--- config.mk ---
export PLATFORM = sky130hd
export DESIGN_NAME = bpm_step_timer
export DESIGN_NICKNAME = d
export VERILOG_FILES = /design/src/rtl/bpm_step_timer.sv
export SDC_FILE = /design/constraint.sdc
export NUM_CORES = 1
export LEC_CHECK = 0
export BUFFER_PORTS_ARGS = -buffer_cell sky130_fd_sc_hd__buf_2
export CAP_MARGIN = 20
export CORE_UTILIZATION = 35
export DETAILED_ROUTE_END_ITERATION = 6
export PLACE_DENSITY = 0.56
export SETUP_SLACK_MARGIN = 0.2
export SYNTH_ARGS = -nofsm -noshare
export SYNTH_HDL_FRONTEND = slang
export SYNTH_SLANG_ARGS = --single-unit
--- constraint.sdc ---
create_clock -name Clock -period 12.8 [get_ports Clock]
set_input_delay 1.92 -clock Clock [delete_from_list [all_inputs] [get_ports Clock]]
set_output_delay 1.92 -clock Clock [all_outputs]
set_load 0.01 [all_outputs]
--- src/rtl/bpm_step_timer.sv ---
// rtl/bpm_step_timer.sv - tempo to step-pulse timer with swing, background divider and wrapping step index
module bpm_step_timer #(
  parameter int CLK_HZ = 50_000_000,
  parameter int BPM_W  = 10,
  parameter int SUBDIV = 4,
  parameter int STEPS  = 16,
  parameter int DIV_W  = 32
) (
  input  logic                     Clock,
  input  logic                     Reset,
  input  logic                     Start,
  input  logic                     Stop,
  input  logic [BPM_W-1:0]         BPM,
  input  logic [5:0]               Swing,
  output logic                     Step,
  output logic [$clog2(STEPS)-1:0] StepIdx,
  output logic                     Beat,
  output logic                     Running,
  output logic                     Busy
);

  localparam int IDX_W = $clog2(STEPS);
  localparam int DC_W  = $clog2(DIV_W);
  localparam logic [63:0]      DIVIDEND_64 = 64'(CLK_HZ) * 64'd60;
  localparam logic [DIV_W-1:0] DIVIDEND    = DIVIDEND_64[DIV_W-1:0];

  typedef enum logic [1:0] {IDLE, CALC, RUN} state_t;

  state_t             state_q, state_d;
  logic               step_q, step_d;
  logic               beat_q, beat_d;
  logic               running_q, running_d;
  logic [IDX_W-1:0]   idx_q, idx_d;
  logic [DIV_W-1:0]   cnt_q, cnt_d;
  logic [DIV_W-1:0]   period_q, period_d;
  logic [DIV_W-1:0]   intv_q, intv_d;
  logic [DIV_W-1:0]   pnew_q, pnew_d;
  logic               pend_q, pend_d;
  logic [BPM_W-1:0]   bpm_q, bpm_d;
  logic [DIV_W:0]     rem_q, rem_d;
  logic [DIV_W-1:0]   quo_q, quo_d;
  logic [DC_W-1:0]    dcnt_q, dcnt_d;
  logic               drun_q, drun_d;

  logic [DIV_W-1:0]   divisor;
  logic [DIV_W:0]     rem_sh, rem_nx;
  logic [DIV_W-1:0]   quo_nx, q_fin;
  logic               div_ge, div_last;
  logic [IDX_W-1:0]   idx_inc;
  logic               beat_nx, fire;
  logic [DIV_W-1:0]   p_eff, p_sel, swing_off, ival;
  logic               sel_odd;
  logic [DIV_W+5:0]   swing_prod;
  logic               do_load, do_idle;

  // One restoring-divider iteration per cycle; the quotient shifts in from the LSB.
  always_comb begin
    divisor  = DIV_W'(bpm_q) * DIV_W'(SUBDIV);
    rem_sh   = {rem_q[DIV_W-1:0], quo_q[DIV_W-1]};
    div_ge   = (rem_sh >= {1'b0, divisor});
    rem_nx   = div_ge ? (rem_sh - {1'b0, divisor}) : rem_sh;
    quo_nx   = {quo_q[DIV_W-2:0], div_ge};
    div_last = (dcnt_q == DC_W'(DIV_W - 1));
    q_fin    = (quo_nx < DIV_W'(2)) ? DIV_W'(2) : quo_nx;
  end

  // Interval following the step about to fire: even index is long, odd is short.
  always_comb begin
    idx_inc    = (idx_q == IDX_W'(STEPS - 1)) ? '0 : idx_q + IDX_W'(1);
    beat_nx    = ((int'(idx_inc) % SUBDIV) == 0);
    fire       = (cnt_q == intv_q - DIV_W'(1));
    p_eff      = pend_q ? pnew_q : period_q;
    p_sel      = (state_q == CALC) ? q_fin : p_eff;
    sel_odd    = (state_q == CALC) ? 1'b0 : idx_inc[0];
    swing_prod = (DIV_W+6)'(p_sel) * (DIV_W+6)'(Swing);
    swing_off  = DIV_W'(swing_prod >> 7);
    ival       = sel_odd ? (p_sel - swing_off) : (p_sel + swing_off);
  end

  always_comb begin
    state_d  = state_q;
    step_d   = 1'b0;
    beat_d   = 1'b0;
    idx_d    = idx_q;
    cnt_d    = cnt_q;
    period_d = period_q;
    intv_d   = intv_q;
    pnew_d   = pnew_q;
    pend_d   = pend_q;
    bpm_d    = bpm_q;
    rem_d    = rem_q;
    quo_d    = quo_q;
    dcnt_d   = dcnt_q;
    drun_d   = drun_q;
    do_load  = 1'b0;
    do_idle  = 1'b0;

    case (state_q)
      IDLE: begin
        if (Start && !Stop && (BPM != '0)) begin
          do_load = 1'b1;
          state_d = CALC;
        end
      end
      CALC: begin
        if (Stop || (BPM == '0)) begin
          do_idle = 1'b1;
        end else if (Start || (BPM != bpm_q)) begin
          do_load = 1'b1;
        end else begin
          rem_d  = rem_nx;
          quo_d  = quo_nx;
          dcnt_d = dcnt_q + DC_W'(1);
          if (div_last) begin
            drun_d   = 1'b0;
            period_d = q_fin;
            intv_d   = ival;
            state_d  = RUN;
            step_d   = 1'b1;
            beat_d   = 1'b1;
            idx_d    = '0;
            cnt_d    = '0;
          end
        end
      end
      RUN: begin
        if (Stop || (BPM == '0)) begin
          do_idle = 1'b1;
        end else if (Start) begin
          do_load = 1'b1;
          state_d = CALC;
        end else begin
          if (fire) begin
            step_d = 1'b1;
            beat_d = beat_nx;
            idx_d  = idx_inc;
            cnt_d  = '0;
            intv_d = ival;
            if (pend_q) begin
              period_d = pnew_q;
              pend_d   = 1'b0;
            end
          end else begin
            cnt_d = cnt_q + DIV_W'(1);
          end
          // New tempo is divided in the background and only takes effect at a later boundary.
          if (BPM != bpm_q) begin
            do_load = 1'b1;
          end else if (drun_q) begin
            rem_d  = rem_nx;
            quo_d  = quo_nx;
            dcnt_d = dcnt_q + DC_W'(1);
            if (div_last) begin
              drun_d = 1'b0;
              pend_d = 1'b1;
              pnew_d = q_fin;
            end
          end
        end
      end
      default: do_idle = 1'b1;
    endcase

    if (do_idle) begin
      state_d = IDLE;
      idx_d   = '0;
      cnt_d   = '0;
      drun_d  = 1'b0;
      pend_d  = 1'b0;
    end

    if (do_load) begin
      bpm_d  = BPM;
      rem_d  = '0;
      quo_d  = DIVIDEND;
      dcnt_d = '0;
      drun_d = 1'b1;
      pend_d = 1'b0;
      if (state_d == CALC) begin
        idx_d = '0;
        cnt_d = '0;
      end
    end

    running_d = (state_d != IDLE);
  end

  always_ff @(posedge Clock) begin
    if (Reset) begin
      state_q   <= IDLE;
      step_q    <= 1'b0;
      beat_q    <= 1'b0;
      running_q <= 1'b0;
      idx_q     <= '0;
      cnt_q     <= '0;
      period_q  <= '0;
      intv_q    <= '0;
      pnew_q    <= '0;
      pend_q    <= 1'b0;
      bpm_q     <= '0;
      rem_q     <= '0;
      quo_q     <= '0;
      dcnt_q    <= '0;
      drun_q    <= 1'b0;
    end else begin
      state_q   <= state_d;
      step_q    <= step_d;
      beat_q    <= beat_d;
      running_q <= running_d;
      idx_q     <= idx_d;
      cnt_q     <= cnt_d;
      period_q  <= period_d;
      intv_q    <= intv_d;
      pnew_q    <= pnew_d;
      pend_q    <= pend_d;
      bpm_q     <= bpm_d;
      rem_q     <= rem_d;
      quo_q     <= quo_d;
      dcnt_q    <= dcnt_d;
      drun_q    <= drun_d;
    end
  end

  assign Step    = step_q;
  assign Beat    = beat_q;
  assign StepIdx = idx_q;
  assign Running = running_q;
  assign Busy    = drun_q;

endmodule
==> results of run 1 <==
-- layout make-up --
type	count	area share (%)
Inverter	218	3.63
Clock inverter	4	0.327
Sequential cell	218	19.3
Multi-Input combinational cell	2168	67.0
Timing Repair Buffer	71	2.22
Tap cell	773	4.29
Clock buffer	37	3.16
-- routing by layer --
metal	routed length, um	part of all wire (%)	GRT usage [%]	vias to the layer above
li1	-	-	-	9371
met1	28800	46	27.7	9383
met2	29800	47	34.9	455
met3	2800	4.4	1.86	85
met4	1530	2.4	5.30	0
met5	0	0	0	-
-- cells by family (layout without fill, tap and decap cells) --
kind of cell	Yosys count	count (layout)
AO/OA/AOI/OAI	640	640
flip-flops	218	218
XOR/XNOR	142	142
adder cells (fa/ha/maj)	220	220
AND/OR/NAND/NOR	1126	1126
multiplexers	40	40
buffers and inverters	361	330
-- cell usage in the layout (no fill, tap or decap), types with 26 or more instances in the layout --
master       n
nand2_1    415
nor2_1     237
a21oi_1    235
inv_1      218
dfxtp_1    217
fa_1       122
o21ai_0    117
ha_1        96
xnor2_1     76
nor2b_1     73
xor2_1      66
nand3_1     52
nor3_1      50
and2_1      43
a211oi_1    42
nand3b_1    42
buf_4       42
mux2i_1     37
a21o_1      35
nand4_1     31
or3_1       31
a221oi_2    30
o21ai_1     29
nor4_1      27
and3_1      27
clkbuf_16   26
buf_2       26
-- synthesized netlist by cell type (44+ instances only) --
cell	n
clkbuf_1	117
nand2_1	415
ha_1	98
xor2_1	66
nand3_1	53
xnor2_1	76
and2_1	44
nor3_1	51
a21oi_1	237
fa_1	122
nor2b_1	73
o21ai_0	117
inv_1	218
dfxtp_1	218
nor2_1	237
-- path summary, 6_finish.rpt --
check | slack (ps) | depth (start not counted) | from | to
max | 2290 | 32 | state_q[0]$_SDFF_PP0_ | intv_q[30]$_SDFFE_PP0P_
min | 450 | 2 | period_q[1]$_SDFFE_PP0P_ | period_q[1]$_SDFFE_PP0P_
max reg2reg | 2290 | 32 | state_q[0]$_SDFF_PP0_ | intv_q[30]$_SDFFE_PP0P_
min reg2reg | 450 | 2 | period_q[1]$_SDFFE_PP0P_ | period_q[1]$_SDFFE_PP0P_
-- state kept, by name, summed over array words and instances (netlist names) --
name and flops:
cnt_q 32, intv_q 32, period_q 32, pnew_q 32
quo_q 32, rem_q 32, bpm_q 10, dcnt_q 5
StepIdx 4, state_q 2, Beat 1, Busy 1
Running 1, Step 1, pend_q 1
-- report_power, final --
| part | internal, uW | total (uW) | switching, uW |
|---|---|---|---|
| combinational | 633 | 1650 | 1010 |
| sequential | 721 | 772 | 51.3 |
| clock | 405 | 702 | 297 |
| total | 1760 | 3120 | 1360 |
-- worst max-delay path, delay by kind of cell (launching register included) --
| family | cells | cell delay [ps] |
|---|---|---|
| buf+inv | 3 | 570 |
| compound gates | 8 | 3240 |
| xor+xnor | 2 | 400 |
| flops | 1 | 420 |
| simple gates | 12 | 2690 |
| mux | 1 | 220 |
| fa+ha+maj | 6 | 2850 |
-- stage by stage --
| stage | std cells | power (uW) | utilization [%] |
|---|---|---|---|
| final | 3489 | 3120 | 38.3 |
| after global routing | 3489 | 3360 | 38.3 |
| after CTS | 3484 | 3130 | 38.2 |
| after detailed placement | 3443 | 2410 | 36.8 |
| after global placement | 3440 | 2380 | 36.8 |
| after floorplan | 2747 | 2020 | - |
==> results.cfg, run 1 <==
[setup_path]
critPathMaxFanout = 43
critPathRequiredTime_ps = 13260
critPathKind = reg2reg
timing.critical_path.mode_cell = fa_1
arrival_ps = 10960
slowest_stage = a21oi_1
critPathMaxStageDelay_ps = 810
start_kind = register
worstSetupEndpointType = register

[clocking]
insertion_delay_ps = 560
cts_root_buffer = clkbuf_16
postCtsSetupRepairBufs = 0
post_cts_resized = 0
htree_levels = 1
numCtsBuffers = 26
cts.sink_count = 218
clockBufferDepth = 3
path_clk_slew_ps = 60
hold_buffers = 0
cts_tree = built

[detailed_routing]
vias = 19300
ant_nets = 0
drt_iter0_drc = 1254
drcViolationCount = 0
wire_per_inst_um = 18.0
first_pass_iters = 7
wl_um = 62900
vias_per_cell = 5.53

[sta]
post-route-period-util_pct = 82.1
final_max_slew_viol_count = 0
timing.fmax_ghz = 0.0952
max_slew_margin_pct = 19.2
whs_ps = 454
post-route-min-period_ps = 10510
fin_worst_skew_ps = 34.6
rsz0062_at_grt = false
worstMarginPinSlew_ps = 1200
finalSetupViolCount = 0
fin_ws_ps = 2290
tns_ps = 0
finalHoldViolCount = 0

[die]
io_pins = 28
dieArea_sq_mm = 0.0605
die_w_um = 246
die_h_um = 246
start_util_pct = 35.4
rows = 89
core_sq_mm = 0.0589

[synth]
synth_adder_area_share_pct = 17.6
synthSimpleGateAreaFrac_pct = 26.7
synth_top_family_by_area = simple AND/OR/NAND/NOR gates
synthesis.nets = 2987
yosys-top-cells-area = dfxtp_1, fa_1, nand2_1
ys_warn_count = 0
synth_area_per_cell_sq_um = 7.58
syn_area_sq_mm = 0.0208
synth_compound_area_share_pct = 20.2
synth_top_area_cell = dfxtp_1
synthMuxAreaShare_pct = 1.94
synth_edf_count = 0
synthCells = 2747
ys.flop_type = dfxtp_1
netlist.area_leader.share_pct = 20.9
synth_cell_type_count = 91
synth_seq_area_share_pct = 20.9
synth_xor_area_share_pct = 5.97
ys_ff_latch = 218
async_flop_share_pct = 0

[global_routing]
antenna_found_initial = 0
grt-ovfl-total = 0
grt_pass1_wl_um = 101000
grt_max_degree = 84
grtUsageTotal_pct = 20.5
grt_pass1_vias = 18600

[finish]
multi_input_area_sq_mm = 0.0151
nFillCells = 5991
antennaDiodeCount = 0
drive_gt1_share_pct = 6.77
num-nets-final = 2943
syn_to_final_growth_pct = 8.29
design_area_sq_mm = 0.0226
ff_latch_area_sq_mm = 0.00437

[place]
port_buffers = 27
dp.final_hpwl_um = 46600
post-place-ws_ps = 2190
gp_congestion = 0.905
dpl_cell_area_sq_mm = 0.0217

[power]
p_per_area_mw_per_mm2 = 138
leakage_uw = 0.00884
ir_drop_v = 0.000105

[flow_run]
drv_cap = 0

[run_status]
status = completed

[min_path]
hold_path_class = reg2reg
(Power assumes the default switching activity.)
==> inputs of run 2 (changes only) <==
- clock period: 12.8 -> 10.4 ns (I/O delays scaled with it)
==> run 2 against run 1 <==
Sequential share of layout area is 0.17 points lower. First-iteration DRC count increased by 7.8%. Die area unchanged. Non-clock buffer count grew 20. Routed wire length rose by 2.6%. Utilization grew 0.33 points.
==> results.cfg, run 2 (synthesis results as in run 1) <==
[run_status]
status = completed

[setup_path]
critPathKind = reg2reg
critPathMaxStageDelay_ps = 580
critPathMaxFanout = 8
critPathRequiredTime_ps = 10820
worstSetupEndpointType = register
arrival_ps = 10060
slowest_stage = or4_1
start_kind = register

[finish]
utilization_pct = 38.6
antennaDiodeCount = 0
final_cell_mix = nand2_1, nor2_1, a21oi_1
layout_commonest_cell = nand2_1
drive_gt1_share_pct = 7.74
nFillCells = 6027
final_cells = 3513
num-nets-final = 2962
syn_to_final_growth_pct = 9.24

[sta]
fin_worst_skew_ps = 23.7
tns_ps = 0
finalHoldViolCount = 0
max_slew_margin_pct = 24.6
post-route-period-util_pct = 92.6
worstMarginPinSlew_ps = 1120
final_max_slew_viol_count = 0
post-route-min-period_ps = 9630
rsz0062_at_grt = true
timing.fmax_ghz = 0.104
finalSetupViolCount = 0
whs_ps = 457

[detailed_routing]
wl_met2_um = 30100
wire_per_inst_um = 18.4
ant_nets = 0
routedLengthMet1_um = 30600
wl_um = 64600
drt_iter0_drc = 1352
vias = 19500
top_layer_used = met4
wl_met3_um = 2260
vias_per_cell = 5.56
first_pass_iters = 5
drcViolationCount = 0

[power]
leakage_uw = 0.00896
power.total_uw = 3900
p_per_area_mw_per_mm2 = 171
ir_drop_v = 0.000112

[place]
port_buffers = 27
gp_congestion = 0.956
placed_cells = 3464
dp.final_hpwl_um = 47800

[die]
die_h_um = 246
rows = 89
io_pins = 28
core_sq_mm = 0.0589
die_w_um = 246
start_util_pct = 35.4
dieArea_sq_mm = 0.0605

[clocking]
insertion_delay_ps = 560
cts_tree = built
numCtsBuffers = 25
cts_root_buffer = clkbuf_16
cts.sink_count = 218
clockBufferDepth = 3
htree_levels = 1
hold_buffers = 0
path_clk_slew_ps = 70

[min_path]
hold_path_class = reg2reg

[flow_run]
drv_cap = 0

[global_routing]
grtUsageTotal_pct = 21.1
grt_pass1_vias = 19100
antenna_found_initial = 0
grt_max_degree = 84
grt-ovfl-total = 0
grt_pass1_wl_um = 104000
==> run 2: final cells by class <==
type | instances | area (sq um) | share of cell area [%]
clock buffer | 41 | 746 | 3.28
clock inverter | 4 | 63.8 | 0.280
inverter | 218 | 818 | 3.60
multi-input combinational | 2168 | 15200 | 66.7
tap | 773 | 967 | 4.25
sequential | 218 | 4370 | 19.2
timing repair buffer | 91 | 622 | 2.73
==> run 2: metrics by stage <==
step,setup WS [ps],instance area (sq um)
global route,192,22800
global placement,695,21900
floorplan,1380,20800
CTS,370,22700
finish,766,22800
detailed placement,456,21900
==> run 2: power breakdown <==
group          total [uW]  internal, uW  switching, uW  leakage, uW
registers             952           887           65.5      0.00177
clock network         881           516            366     0.000395
logic                2070           803           1270      0.00679
total                3900          2200           1700      0.00896
==> run 2: timing repair <==
action,4_1_cts,5_1_grt
resized for setup,0,12
setup endpoints to repair,0,5
buffers inserted,0,3
==> run 2: critical path: cells and delay by family, from the launching register on <==
kind | cells | cell delay (ps)
AO/OA/AOI/OAI | 10 | 2260
multiplexers | 1 | 300
XOR/XNOR | 2 | 490
adder cells (fa/ha/maj) | 6 | 2610
flip-flops | 1 | 340
buffers and inverters | 3 | 310
AND/OR/NAND/NOR | 13 | 3160
==> run 2: routing by layer <==
metal,track usage [%],vias to the layer above
met5,0,-
met4,5.39,0
met3,1.73,78
met2,35.8,405
met1,28.7,9643
li1,-,9400
==> run 2: final timing paths <==
check                                               from                        to  slack [ps]  cells after the start
worst max-delay path               bpm_q[4]$_SDFFE_PP0P_   intv_q[30]$_SDFFE_PP0P_         770                     35
worst min-delay path            period_q[1]$_SDFFE_PP0P_  period_q[1]$_SDFFE_PP0P_         460                      2
worst max register to register     bpm_q[4]$_SDFFE_PP0P_   intv_q[30]$_SDFFE_PP0P_         770                     35
worst min register to register  period_q[1]$_SDFFE_PP0P_  period_q[1]$_SDFFE_PP0P_         460                      2
==> inputs of run 3 (changes only) <==
- CORE_ASPECT_RATIO: not set -> 1.4
==> run 3 against run 2 <==
The run now ends with DRC left. Clock skew increased by 3.2 ps. Highest routed layer unchanged. Critical path type unchanged. Die area about the same. Register-to-register slack improved by 30 ps. Largest cell class unchanged. Largest power group unchanged. Count of clock-buffer cells in the layout decreased by 6.
==> results.cfg, run 3 (synthesis results as in run 1) <==
[run_status]
status = finished, violations left
violations = DRC

[global_routing]
antenna_found_initial = 0
grt_pass1_vias = 19800
globalRouteMet1Util_pct = 24.1
grt-ovfl-total = 0
grt.busiest_layer = met2
grt_use_met2_pct = 40.6
global_route.usage.met3_pct = 1.43
grt_max_degree = 84
grtUsageTotal_pct = 21.5
grt_pass1_wl_um = 105000

[detailed_routing]
drt_iter0_drc = 1087
wire_per_inst_um = 18.8
vias_per_cell = 5.57
drcViolationCount = 1
wl_um = 65200
first_pass_iters = 7
ant_nets = 0
vias = 19300

[setup_path]
start_kind = register
critPathMaxStageDelay_ps = 690
slowest_stage = nor4_4
critPathKind = reg2reg
endpoint = intv_q[30]$_SDFFE_PP0P_
critPathRequiredTime_ps = 10840
critPathMaxFanout = 8
worstSetupEndpointType = register
arrival_ps = 10040
reg2reg_depth = 37
worst_r2r_startpoint = bpm_q[1]$_SDFFE_PP0P_
rrSetupSlack_ps = 800
r2r-end = intv_q[30]$_SDFFE_PP0P_
startpoint = bpm_q[1]$_SDFFE_PP0P_

[finish]
multi_input_area_sq_mm = 0.0152
layout_commonest_cell = nand2_1
design_area_sq_mm = 0.0226
nFillCells = 6004
final_cell_mix = nand2_1, nor2_1, a21oi_1
ff_latch_area_sq_mm = 0.00437
num-nets-final = 2944
syn_to_final_growth_pct = 8.47
antennaDiodeCount = 0
drive_gt1_share_pct = 7.53

[sta]
final_max_slew_viol_count = 0
post-route-period-util_pct = 92.3
fin_ws_ps = 799
post-route-min-period_ps = 9600
finalHoldViolCount = 0
timing.fmax_ghz = 0.104
worstMarginPinSlew_ps = 1100
max_slew_margin_pct = 26.2
fin_worst_skew_ps = 26.9
rsz0062_at_grt = true
tns_ps = 0
whs_ps = 460
finalSetupViolCount = 0

[clocking]
clockBufferDepth = 3
cts_root_buffer = clkbuf_16
cts_tree = built
path_clk_slew_ps = 60
hold_buffers = 0
insertion_delay_ps = 550
numCtsBuffers = 24
cts.sink_count = 218
htree_levels = 1

[die]
io_pins = 28
rows = 105
dieArea_sq_mm = 0.0605
core_sq_mm = 0.0587
die_h_um = 291
start_util_pct = 35.5
die_w_um = 208

[place]
post-place-ws_ps = 274
dp.final_hpwl_um = 50100
port_buffers = 27
dpl_cell_area_sq_mm = 0.0217
gp_congestion = 0.925

[power]
p_per_area_mw_per_mm2 = 172
power.total_uw = 3880
ir_drop_v = 0.000103
leakage_uw = 0.00887

[flow_run]
drv_cap = 0

[min_path]
hold_path_class = reg2reg
hold_depth = 2
[run 3: power breakdown]
group | total, uW | switching, uW | internal, uW | leakage, uW
sequential | 950 | 64.0 | 886 | 0.00177
combinational | 2060 | 1270 | 789 | 0.00670
clock | 866 | 375 | 490 | 0.000400
total | 3880 | 1710 | 2170 | 0.00887
[run 3: routing by layer]
metal	part of all wire (%)	vias to the layer above
li1	-	9364
met1	40	9416
met2	52	405
met3	2.9	159
met4	5.3	0
met5	0	-
[run 3: worst min-delay path by stage]
stage                                   start                         to
floorplan            period_q[1]$_SDFFE_PP0P_   period_q[1]$_SDFFE_PP0P_
global placement     period_q[1]$_SDFFE_PP0P_   period_q[1]$_SDFFE_PP0P_
detailed placement  period_q[26]$_SDFFE_PP0P_  period_q[26]$_SDFFE_PP0P_
CTS                 period_q[26]$_SDFFE_PP0P_  period_q[26]$_SDFFE_PP0P_
global route        period_q[27]$_SDFFE_PP0P_  period_q[27]$_SDFFE_PP0P_
finish              period_q[26]$_SDFFE_PP0P_  period_q[26]$_SDFFE_PP0P_
[run 3: worst max-delay path: cells and delay by family, from the launching register on]
family / cells / cell delay (ps)
compound gates: 15 / 3690
simple gates: 9 / 1870
mux: 1 / 230
buf+inv: 5 / 660
xor+xnor: 1 / 130
flops: 1 / 380
fa+ha+maj: 6 / 2490
[run 3: final cells by class]
cell class	count	share of cell area, %
Clock buffer	35	3.24
Inverter	218	3.62
Sequential cell	218	19.3
Multi-Input combinational cell	2168	67.2
Clock inverter	8	0.271
Tap cell	749	4.15
Timing Repair Buffer	74	2.17
[run 3: stage by stage]
step | std cells | util, %
finish | 3470 | 38.5
global route | 3470 | 38.5
CTS | 3469 | 38.4
detailed placement | 3426 | 37.0
global placement | 3426 | 37.0
floorplan | 2747 | -
[run 3: repair_timing]
action,4_1_cts,5_1_grt
endpoints found under the setup margin,0,8
resized for setup,0,15
buffers inserted,0,1
